==> src/rtl/definitions.sv <==
// Shared core definitions: register/instruction types, opcode/funct encodings,
// and the hazard-controller forwarding and shadow-stage types.
`default_nettype none

package definitions;

  typedef logic [4:0]  Register;
  typedef logic [31:0] Instruction;

  typedef enum logic [5:0] {
    OP_RTYPE = 6'h00,
    OP_J     = 6'h02,
    OP_BEQ   = 6'h04,
    OP_LW    = 6'h23,
    OP_SW    = 6'h2b
  } Opcode;

  typedef enum logic [5:0] {
    FN_ADD = 6'h20,
    FN_SUB = 6'h22,
    FN_AND = 6'h24,
    FN_OR  = 6'h25,
    FN_SLT = 6'h2a
  } Funct;

  typedef enum logic [1:0] {
    FWD_REG = 2'd0,
    FWD_MEM = 2'd1,
    FWD_WB  = 2'd2
  } FwdSel;

  // rs/rt hold 0 when the operand is not read, so r0 doubles as "no read".
  typedef struct packed {
    logic    valid;
    Register rs;
    Register rt;
    Register dest;
    logic    writes;
    logic    is_load;
    logic    is_mem;
  } StageTag;

  localparam StageTag TAG_BUBBLE = '0;

  function automatic logic reg_match(input Register a, input Register b);
    return (a != 5'd0) && (a == b);
  endfunction

  function automatic FwdSel fwd_sel(input Register src, input StageTag m, input StageTag w);
    if (m.valid && m.writes && !m.is_load && reg_match(m.dest, src)) return FWD_MEM;
    if (w.valid && w.writes && reg_match(w.dest, src))               return FWD_WB;
    return FWD_REG;
  endfunction

endpackage

`default_nettype wire

==> src/rtl/reg_use.sv <==
// Combinational register-use decoder: which source registers an instruction
// reads, which register it writes, and whether it is a load / memory access.
`default_nettype none

import definitions::*;

module reg_use (
  input  logic [31:0] instr_i,
  output logic        rs_used_o,
  output logic        rt_used_o,
  output logic [4:0]  rs_o,
  output logic [4:0]  rt_o,
  output logic [4:0]  dest_o,
  output logic        writes_o,
  output logic        is_load_o,
  output logic        is_mem_o
);

  logic [4:0] dest_raw;
  logic       unused_lo;

  assign rs_o      = instr_i[25:21];
  assign rt_o      = instr_i[20:16];
  assign unused_lo = ^instr_i[10:0];

  always_comb begin
    rs_used_o = 1'b0;
    rt_used_o = 1'b0;
    dest_raw  = 5'd0;
    is_load_o = 1'b0;
    is_mem_o  = 1'b0;
    case (instr_i[31:26])
      OP_RTYPE: begin
        rs_used_o = 1'b1;
        rt_used_o = 1'b1;
        dest_raw  = instr_i[15:11];
      end
      OP_LW: begin
        rs_used_o = 1'b1;
        dest_raw  = instr_i[20:16];
        is_load_o = 1'b1;
        is_mem_o  = 1'b1;
      end
      OP_SW: begin
        rs_used_o = 1'b1;
        rt_used_o = 1'b1;
        is_mem_o  = 1'b1;
      end
      OP_BEQ: begin
        rs_used_o = 1'b1;
        rt_used_o = 1'b1;
      end
      default: ;
    endcase
  end

  // A write to r0 is architecturally discarded, so it never counts as a write.
  assign dest_o   = dest_raw;
  assign writes_o = (dest_raw != 5'd0);

endmodule

`default_nettype wire

==> src/rtl/pipe_hazard_ctrl.sv <==
// Hazard controller for the 5-stage core: stall/flush/forwarding from the
// decode instruction and a shadow copy of EX/MEM/WB, plus a stall-cycle counter.
`default_nettype none

import definitions::*;

module pipe_hazard_ctrl #(
  parameter int CNT_W = 32
) (
  input  logic             clk,
  input  logic             reset,
  input  logic [31:0]      instr_d,
  input  logic             valid_d,
  input  logic             branch_taken_d,
  input  logic             mem_ready,
  output logic             stall_f,
  output logic             stall_d,
  output logic             flush_d,
  output logic             stall_all,
  output logic [1:0]       fwd_a_e,
  output logic [1:0]       fwd_b_e,
  output logic [CNT_W-1:0] stall_cnt
);

  logic       dec_rs_used, dec_rt_used, dec_writes, dec_is_load, dec_is_mem;
  logic [4:0] dec_rs, dec_rt, dec_dest;

  StageTag d_tag;
  StageTag e_q, m_q, w_q;
  StageTag e_d, m_d, w_d;
  logic [CNT_W-1:0] cnt_q, cnt_d;

  logic d_is_beq, d_is_j;
  logic reads_e, reads_m;
  logic load_use, br_stall, mem_wait, hazard;

  reg_use u_reg_use (
    .instr_i   (instr_d),
    .rs_used_o (dec_rs_used),
    .rt_used_o (dec_rt_used),
    .rs_o      (dec_rs),
    .rt_o      (dec_rt),
    .dest_o    (dec_dest),
    .writes_o  (dec_writes),
    .is_load_o (dec_is_load),
    .is_mem_o  (dec_is_mem)
  );

  always_comb begin
    d_tag = TAG_BUBBLE;
    if (valid_d) begin
      d_tag.valid   = 1'b1;
      d_tag.rs      = dec_rs_used ? dec_rs : 5'd0;
      d_tag.rt      = dec_rt_used ? dec_rt : 5'd0;
      d_tag.dest    = dec_dest;
      d_tag.writes  = dec_writes;
      d_tag.is_load = dec_is_load;
      d_tag.is_mem  = dec_is_mem;
    end
  end

  assign d_is_beq = valid_d && (instr_d[31:26] == OP_BEQ);
  assign d_is_j   = valid_d && (instr_d[31:26] == OP_J);

  assign reads_e = reg_match(e_q.dest, d_tag.rs) || reg_match(e_q.dest, d_tag.rt);
  assign reads_m = reg_match(m_q.dest, d_tag.rs) || reg_match(m_q.dest, d_tag.rt);

  assign load_use = valid_d && e_q.valid && e_q.is_load && reads_e;
  assign br_stall = d_is_beq && ((e_q.valid && e_q.writes && reads_e) ||
                                 (m_q.valid && m_q.is_load && reads_m));
  assign mem_wait = m_q.valid && m_q.is_mem && !mem_ready;
  assign hazard   = load_use || br_stall;

  // Outputs are gated by reset so a flushing instruction in decode stays quiet
  // while the core is held in reset.
  assign stall_all = reset && mem_wait;
  assign stall_d   = reset && !mem_wait && hazard;
  assign stall_f   = stall_all || stall_d;
  assign flush_d   = reset && !mem_wait && !hazard &&
                     (d_is_j || (d_is_beq && branch_taken_d));

  assign fwd_a_e   = fwd_sel(e_q.valid ? e_q.rs : 5'd0, m_q, w_q);
  assign fwd_b_e   = fwd_sel(e_q.valid ? e_q.rt : 5'd0, m_q, w_q);
  assign stall_cnt = cnt_q;

  always_comb begin
    e_d = e_q;
    m_d = m_q;
    w_d = w_q;
    if (stall_all) begin
      w_d = TAG_BUBBLE;
    end else begin
      e_d = stall_d ? TAG_BUBBLE : d_tag;
      m_d = e_q;
      w_d = m_q;
    end
    cnt_d = cnt_q;
    if (stall_f && !(&cnt_q)) cnt_d = cnt_q + CNT_W'(1);
  end

  always_ff @(posedge clk or negedge reset) begin
    if (!reset) begin
      e_q   <= TAG_BUBBLE;
      m_q   <= TAG_BUBBLE;
      w_q   <= TAG_BUBBLE;
      cnt_q <= '0;
    end else begin
      e_q   <= e_d;
      m_q   <= m_d;
      w_q   <= w_d;
      cnt_q <= cnt_d;
    end
  end

endmodule

`default_nettype wire

==> config.mk <==
export PLATFORM = sky130hd
export DESIGN_NAME = pipe_hazard_ctrl
export DESIGN_NICKNAME = d
export VERILOG_FILES = /design/src/rtl/definitions.sv /design/src/rtl/reg_use.sv /design/src/rtl/pipe_hazard_ctrl.sv
export SDC_FILE = /design/constraint.sdc
export NUM_CORES = 1
export LEC_CHECK = 0
export CORE_MARGIN = 3
export CORE_UTILIZATION = 31
export DETAILED_ROUTE_END_ITERATION = 6
export PLACE_DENSITY_LB_ADDON = 0.05
export RECOVER_POWER = 25
export SLEW_MARGIN = 20
export SYNTH_ARGS = -nofsm -noshare
export SYNTH_HDL_FRONTEND = slang
export SYNTH_SLANG_ARGS = --single-unit
==> constraint.sdc <==
create_clock -name clk -period 2.56 [get_ports clk]
set_clock_uncertainty 0.05 [all_clocks]
set_input_delay 0.384 -clock clk [delete_from_list [all_inputs] [get_ports clk]]
set_output_delay 0.384 -clock clk [all_outputs]
set_load 0.005 [all_outputs]
Word level (Yosys, flattened, before mapping)

Index checks and enable logic that the tools add are counted.

Eq/ne operators: 12
Reductions and logical operators: 54
Muxes and demuxes: 26
Add/subtract/negate cells: 1

Operators with widths:

| operator                                      | number |
|---|---|
| 2-to-1 mux 19 bit                             | 3 |
| == test 5 bit                                 | 8 |
| logical AND 1 bit                             | 34 |
| adder 32 x 1 -> 32 bit, second input constant | 1 |
| AND reduction 32 bit                          | 1 |
| 2-to-1 mux 5 bit                              | 4 |
| nonzero test 5 bit                            | 4 |
| 2-to-1 mux 2 bit                              | 8 |
| == test 6 bit, second input constant          | 2 |
| 2-to-1 mux 1 bit                              | 10 |
| one-hot mux 5 bit (2 select lines)            | 1 |
| == test 6 x 2 -> 1 bit, second input constant | 1 |
| == test 6 x 3 -> 1 bit, second input constant | 1 |
| zero test 6 bit                               | 1 |
| logical OR 1 bit                              | 6 |
| zero test 1 bit                               | 5 |
| OR reduction 4 bit                            | 1 |
| OR reduction 3 bit                            | 1 |
| OR reduction 2 bit                            | 1 |

Bits of input ports: 37
Bits in registers: 77
Output and inout port bits: 40

Longest topological paths before layout

Word-level depth: 15
Mapped depth: 12

Hierarchy

A second synthesis with hierarchy kept.

Cells, all modules: 444
Area total of the unflattened synthesis: 4031.4 um^2

Modules (own cells, without submodules):

| module           | seq. area each (um^2) | cells each | instances | area an instance (um^2) |
|---|---|---|---|---|
| pipe_hazard_ctrl | 1676.6                | 418        | 1         | 3824.9 |
| reg_use          | 0.0                   | 26         | 1         | 206.4 |

Least setup slack after synthesis

No wires, ideal clock.

Path kind: input-to-reg
From: input instr_d[28]
To: register cnt_q[12] (netlist: stall_cnt[12])
Setup slack: -0.143 ns
Path buffers: 2
Setup time: 0.080 ns
Data required time: 2.430 ns
Arrival time: 2.573 ns
Stages: 11
Cell sequence: nor4bb_4 > a22oi_1 > buf_4 > nor2_1 > xor2_1 > or4_1 > o2111ai_2 > nor2_2 > buf_2 > nor4_2 > xnor2_1

Cells in the longest elaborated chain, start to end: 15

RTL lines:

| element                                                                   | RTL line                                       | text |
|---|---|---|
| from (decl)                                                               | pipe_hazard_ctrl.sv:12                         | `input logic [31:0] instr_d,` |
| == test 6 x 3 -> 1 bit (tied with other cells)                            | reg_use.sv:32, pipe_hazard_ctrl.sv:62          |  |
| OR reduction 4 bit (no source line) or OR reduction 3 bit (tied branches) | --                                             |  |
| 2-to-1 mux 1 bit                                                          | reg_use.sv:32                                  | `case (instr_i[31:26])` |
| 2-to-1 mux 5 bit (on tied branches)                                       | pipe_hazard_ctrl.sv:53, pipe_hazard_ctrl.sv:54 |  |
| 2-to-1 mux 19 bit                                                         | pipe_hazard_ctrl.sv:51                         | `if (valid_d) begin` |
| == test 5 bit                                                             | definitions.sv:46                              | `return (a != 5'd0) && (a == b);` |
| logical AND 1 bit                                                         | definitions.sv:46                              |  |
| logical OR 1 bit (on tied branches)                                       | pipe_hazard_ctrl.sv:65, pipe_hazard_ctrl.sv:66 |  |
| logical AND 1 bit (on tied branches)                                      | pipe_hazard_ctrl.sv:69, pipe_hazard_ctrl.sv:70 |  |
| logical OR 1 bit                                                          | pipe_hazard_ctrl.sv:69                         | `assign br_stall = d_is_beq && ((e_q.valid && e_q.writes && reads_e) \|\|` |
| logical AND 1 bit                                                         | pipe_hazard_ctrl.sv:69                         |  |
| logical OR 1 bit (*)                                                      | pipe_hazard_ctrl.sv:72                         | `assign hazard = load_use \|\| br_stall;` |
| logical AND 1 bit (*)                                                     | pipe_hazard_ctrl.sv:77                         | `assign stall_d = reset && !mem_wait && hazard;` |
| logical OR 1 bit (*)                                                      | pipe_hazard_ctrl.sv:78                         | `assign stall_f = stall_all \|\| stall_d;` |
| logical AND 1 bit (*)                                                     | pipe_hazard_ctrl.sv:98                         | `if (stall_f && !(&cnt_q)) cnt_d = cnt_q + CNT_W'(1);` |
| to (signal assigned)                                                      | pipe_hazard_ctrl.sv:111                        | `cnt_q <= cnt_d;` |
| to (decl)                                                                 | pipe_hazard_ctrl.sv:31                         | `logic [CNT_W-1:0] cnt_q, cnt_d;` |

Mark *: on every way between the ends. The rest lies on a longest branch, timed or not.
A chain may end at the register's enable or synchronous reset.

Worst setup path after layout

From: register e_q[3] (netlist name)
To: output flush_d

Cells in the longest elaborated chain, start to end: 10

RTL lines:

| element                                             | RTL line                | text |
|---|---|---|
| from (decl)                                         | pipe_hazard_ctrl.sv:29  | `StageTag e_q, m_q, w_q;` |
| from (signal assigned)                              | pipe_hazard_ctrl.sv:103 | `e_q <= TAG_BUBBLE;` |
| from (signal assigned)                              | pipe_hazard_ctrl.sv:108 | `e_q <= e_d;` |
| == test 5 bit or nonzero test 5 bit (tied branches) | definitions.sv:46       |  |
| logical AND 1 bit                                   | definitions.sv:46       |  |
| logical OR 1 bit (*)                                | pipe_hazard_ctrl.sv:65  | `assign reads_e = reg_match(e_q.dest, d_tag.rs) \|\| reg_match(e_q.dest, d_tag.rt);` |
| logical AND 1 bit                                   | pipe_hazard_ctrl.sv:69  |  |
| logical OR 1 bit                                    | pipe_hazard_ctrl.sv:69  |  |
| logical AND 1 bit                                   | pipe_hazard_ctrl.sv:69  |  |
| logical OR 1 bit (*)                                | pipe_hazard_ctrl.sv:72  |  |
| zero test 1 bit (*)                                 | pipe_hazard_ctrl.sv:79  | `assign flush_d = reset && !mem_wait && !hazard &&` |
| logical AND 1 bit (*) (2 in a row)                  | pipe_hazard_ctrl.sv:79  |  |
| to (decl)                                           | pipe_hazard_ctrl.sv:18  | `output logic flush_d,` |

Marked as above.

==> results.tsv <==
stage	metric	value	unit
status	status	finished with violations	
status	violations in the final reports	setup timing	
global_route	GRT Residual Overflow	0	
yosys	Mapped Area	0.00404	mm^2
die	Die H	120	um
timing	number of hold violations in the final report	0	
pwr	Worst VDD drop	0.283	mV
cells_and_area	fin nets	653	
pwr	leakage	3.14	nW
yosys	synthesized area per cell	8.96	um^2
clocking	Root Driver	clkbuf_16	
cells_and_area	n_diodes	0	
yosys	Cells after Synth	451	
yosys	complex-gate fraction of the synthesized area	13.6	%
setup_path	depth of the most critical reg-to-reg path	12	
route	DR vias	4079	
yosys	flops & latches, synth	67	
setup_path	crit-path cells	or4_4, o21ai_2, a21oi_2, buf_4, o2111ai_4, o2111ai_4, buf_6, nor3_4, buf_2	
route	Initial DRC Count	340	
timing	post-layout min period	2.81	ns
die	area of the core	0.0127	mm^2
clocking	clock sink count	67	
setup_path	Reg2Reg Launch Point	e_q[3]	
clocking	total CTS buffers	9	
die	row count	41	
timing	Final period util	110	%
cells_and_area	Cell Count, Final, Fillers Out	792	
placement	placed cells	745	
yosys	top_reg_cell synth	dfrtp_1	
global_route	met3 track demand over resource	3.60	%
setup_path	CP startpoint kind	register	
global_route	grt met1 use	24.2	%
global_route	first-pass GRT wire length	20.1	mm
route	vias per cell	5.15	
timing	worst setup margin	-0.247	ns
placement	worst slack at placement	-1.22	ns
placement	post-DP HPWL	9.09	mm
yosys	syn_nets	489	
yosys	XOR/XNOR share of the synthesized area	10.4	%
yosys	top area cells in the synthesized netlist	dfrtp_1 41%, nand2_1 5.5%, xor2_1 5.4%	
setup_path	Critical Path RT	2.13	ns
timing	Slew @ Worst Pin	1.10	ns
timing	Slew Viols, Final	0	
global_route	vias in the first global route	3938	
setup_path	kind of critical path	register to output port	
die	Ports	77	
setup_path	reg-to-reg critical path endpoint	stall_cnt[11]	
yosys	most area-hungry cell type in the Yosys netlist	dfrtp_1	
cells_and_area	Final Core Density	53.0	%
timing	unrepaired setup endpoints after global routing	true	
yosys	multiplexer area fraction after synthesis	0.836	%
run	number of max-cap violations	0	
clocking	CTS tree	done	
timing	endpoints failing setup	20	
yosys	Unique masters post-synth	54	
yosys	post-synth top area share	41.5	%
die	initial core utilization	31.9	%
setup_path	endpoint class of the critical path	output port	
yosys	main combinational cell family by area after synthesis	simple AND/OR/NAND/NOR gates	
clocking	Worst-path clk slew	0.06	ns
yosys	Post-Synth Adder-Cell Area	0.310	%
setup_path	crit-path most repeated cell	o2111ai_4	
yosys	top-count cell post-synth	dfrtp_1	
placement	routability cong.	0.839	
global_route	grt met2 use	28.2	%
route	DR pass1 iterations	5	
yosys	post-synthesis sequential area ratio	41.5	%
route	Final ANT Viol Nets	0	
cells_and_area	fillcell total	1179	
hold_path	Hold/Removal Path Class	input pin to asynchronous set/reset pin	
yosys	Commonest cells post-synth	67 x dfrtp_1, 59 x nand2_1, 32 x o21ai_0	
route	average wire per standard cell	16.6	um
setup_path	crit-path max cell delay	0.56	ns
cells_and_area	layout cell share with drive strength beyond 1	36.0	%
clocking	later-pin clock latency in the skew report	0.34	ns
yosys	Async S/R FF share, synth	100	%
route	Total Wirelength	13.1	mm
yosys	simple-gate share of the synthesized area	29.4	%
die	die area	0.0144	mm^2
placement	port bufs	65	
clocking	H-tree depth	3	
pwr	PwrDens	386	mW/mm^2
global_route	layer with the highest usage	met2	
global_route	initial antenna violation count	0	
route	DRC viols	0	
global_route	GRT Total Usage	17.7	%
global_route	largest net degree at the start of global routing	35	
setup_path	critical-path maximum fanout	3	
setup_path	CP Data Arrival Time	2.37	ns
timing	f_max	356	MHz
yosys	Syn. warnings	0	
timing	Max transition margin	27.0	%
setup_path	slowest cell on the critical path	or4_4	
clocking	clk buf depth	2	
setup_path	reg2reg setup slack	-0.05	ns
die	Die X	120	um
yosys	Post-synth EDFFs	0	
cells_and_area	area delta synth->final	66.1	%
[cell type report]
type                       count  area, um^2  share of cell area [%]
sequential                    67        1680                    25.0
multi-input combinational    346        2800                    41.8
tap                          172         215                    3.20
inverter                      12        45.0                   0.671
clock buffer                  10         229                    3.41
clock inverter                 6        65.1                   0.969
timing repair buffer         179        1680                    25.0
[worst max path at each step]
stage,end,depth (start not counted),from
finish,flush_d,9,e_q[3]
floorplan,stall_cnt[13],10,stall_cnt[3]
global route,flush_d,9,e_q[3]
detailed placement,stall_f,13,instr_d[26]
CTS,flush_d,9,e_q[3]
global placement,stall_d,10,instr_d[30]
[repair_timing]
action	4_1_cts	5_1_grt
resized for setup	104	93
endpoints found under the setup margin	58	46
endpoints found under the hold margin	5	0
gates cloned	1	4
pin swaps	21	62
hold buffers	1	0
setup buffers	11	16
[where the power goes]
part	switching [mW]	internal [mW]
registers	0.0103	1.07
clock network	0.490	0.756
logic	0.133	0.133
total	0.633	1.96
[cells by family after synthesis]
logic type      after synthesis
simple gates                212
compound gates               82
flops                        67
xor+xnor                     48
buf+inv                      38
mux                           3
fa+ha+maj                     1
[cells in the final DEF, fill, tap and decap left out, types with 6 or more instances in the layout]
cell type | synthesis | routed
a22o_1 | 11 | 10
a22oi_1 | 11 | 10
and3_1 | 9 | 9
buf_12 | 0 | 6
buf_2 | 4 | 7
buf_4 | 2 | 81
buf_6 | 1 | 23
clkbuf_16 | 0 | 12
clkdlybuf4s50_1 | 0 | 50
dfrtp_1 | 67 | 66
inv_1 | 11 | 11
nand2_1 | 59 | 59
nand3_1 | 27 | 25
nand3b_1 | 8 | 8
nand4_1 | 11 | 11
nor2_1 | 26 | 19
nor2_4 | 0 | 6
nor2b_1 | 7 | 7
nor3_4 | 0 | 18
nor4_4 | 0 | 10
o21ai_0 | 32 | 20
o21ai_1 | 4 | 9
o21ai_4 | 0 | 6
xnor2_1 | 23 | 20
xor2_1 | 25 | 24
[critical path, delay by kind of cell, from the launching register on]
family	cells	cell delay, ns
AOI/OAI and AO/OA	4	0.50
buffers and inverters	3	0.44
DFF	1	0.37
and+or+nand+nor	2	0.71
[state kept, by name, summed over array words and instances, names as in the netlist]
name and count:
m_q 9, e_q 19, w_q 7, stall_cnt 32
[per-stage QoR]
| stage | instance area [um^2] | total power, mW | hold WS [ns] | TNS, ns |
|---|---|---|---|---|
| after global routing | 6720 | 2.69 | 0.386 | -4.17 |
| final | 6720 | 2.59 | 0.387 | -1.56 |
| after CTS | 6050 | 2.59 | 0.383 | -0.720 |
| after detailed placement | 5470 | 1.31 | 0.187 | -49.06 |
| after floorplan | 4090 | 1.16 | 0.0384 | 0 |
| after global placement | 5470 | 1.30 | 0.189 | -46.02 |
[metal layers]
metal	share of wire [%]	up-vias
li1	-	1966
met1	47	2006
met2	48	93
met3	3.8	14
met4	1.4	0
met5	0	-
Note: power is estimated with default switching activity, not from simulation.
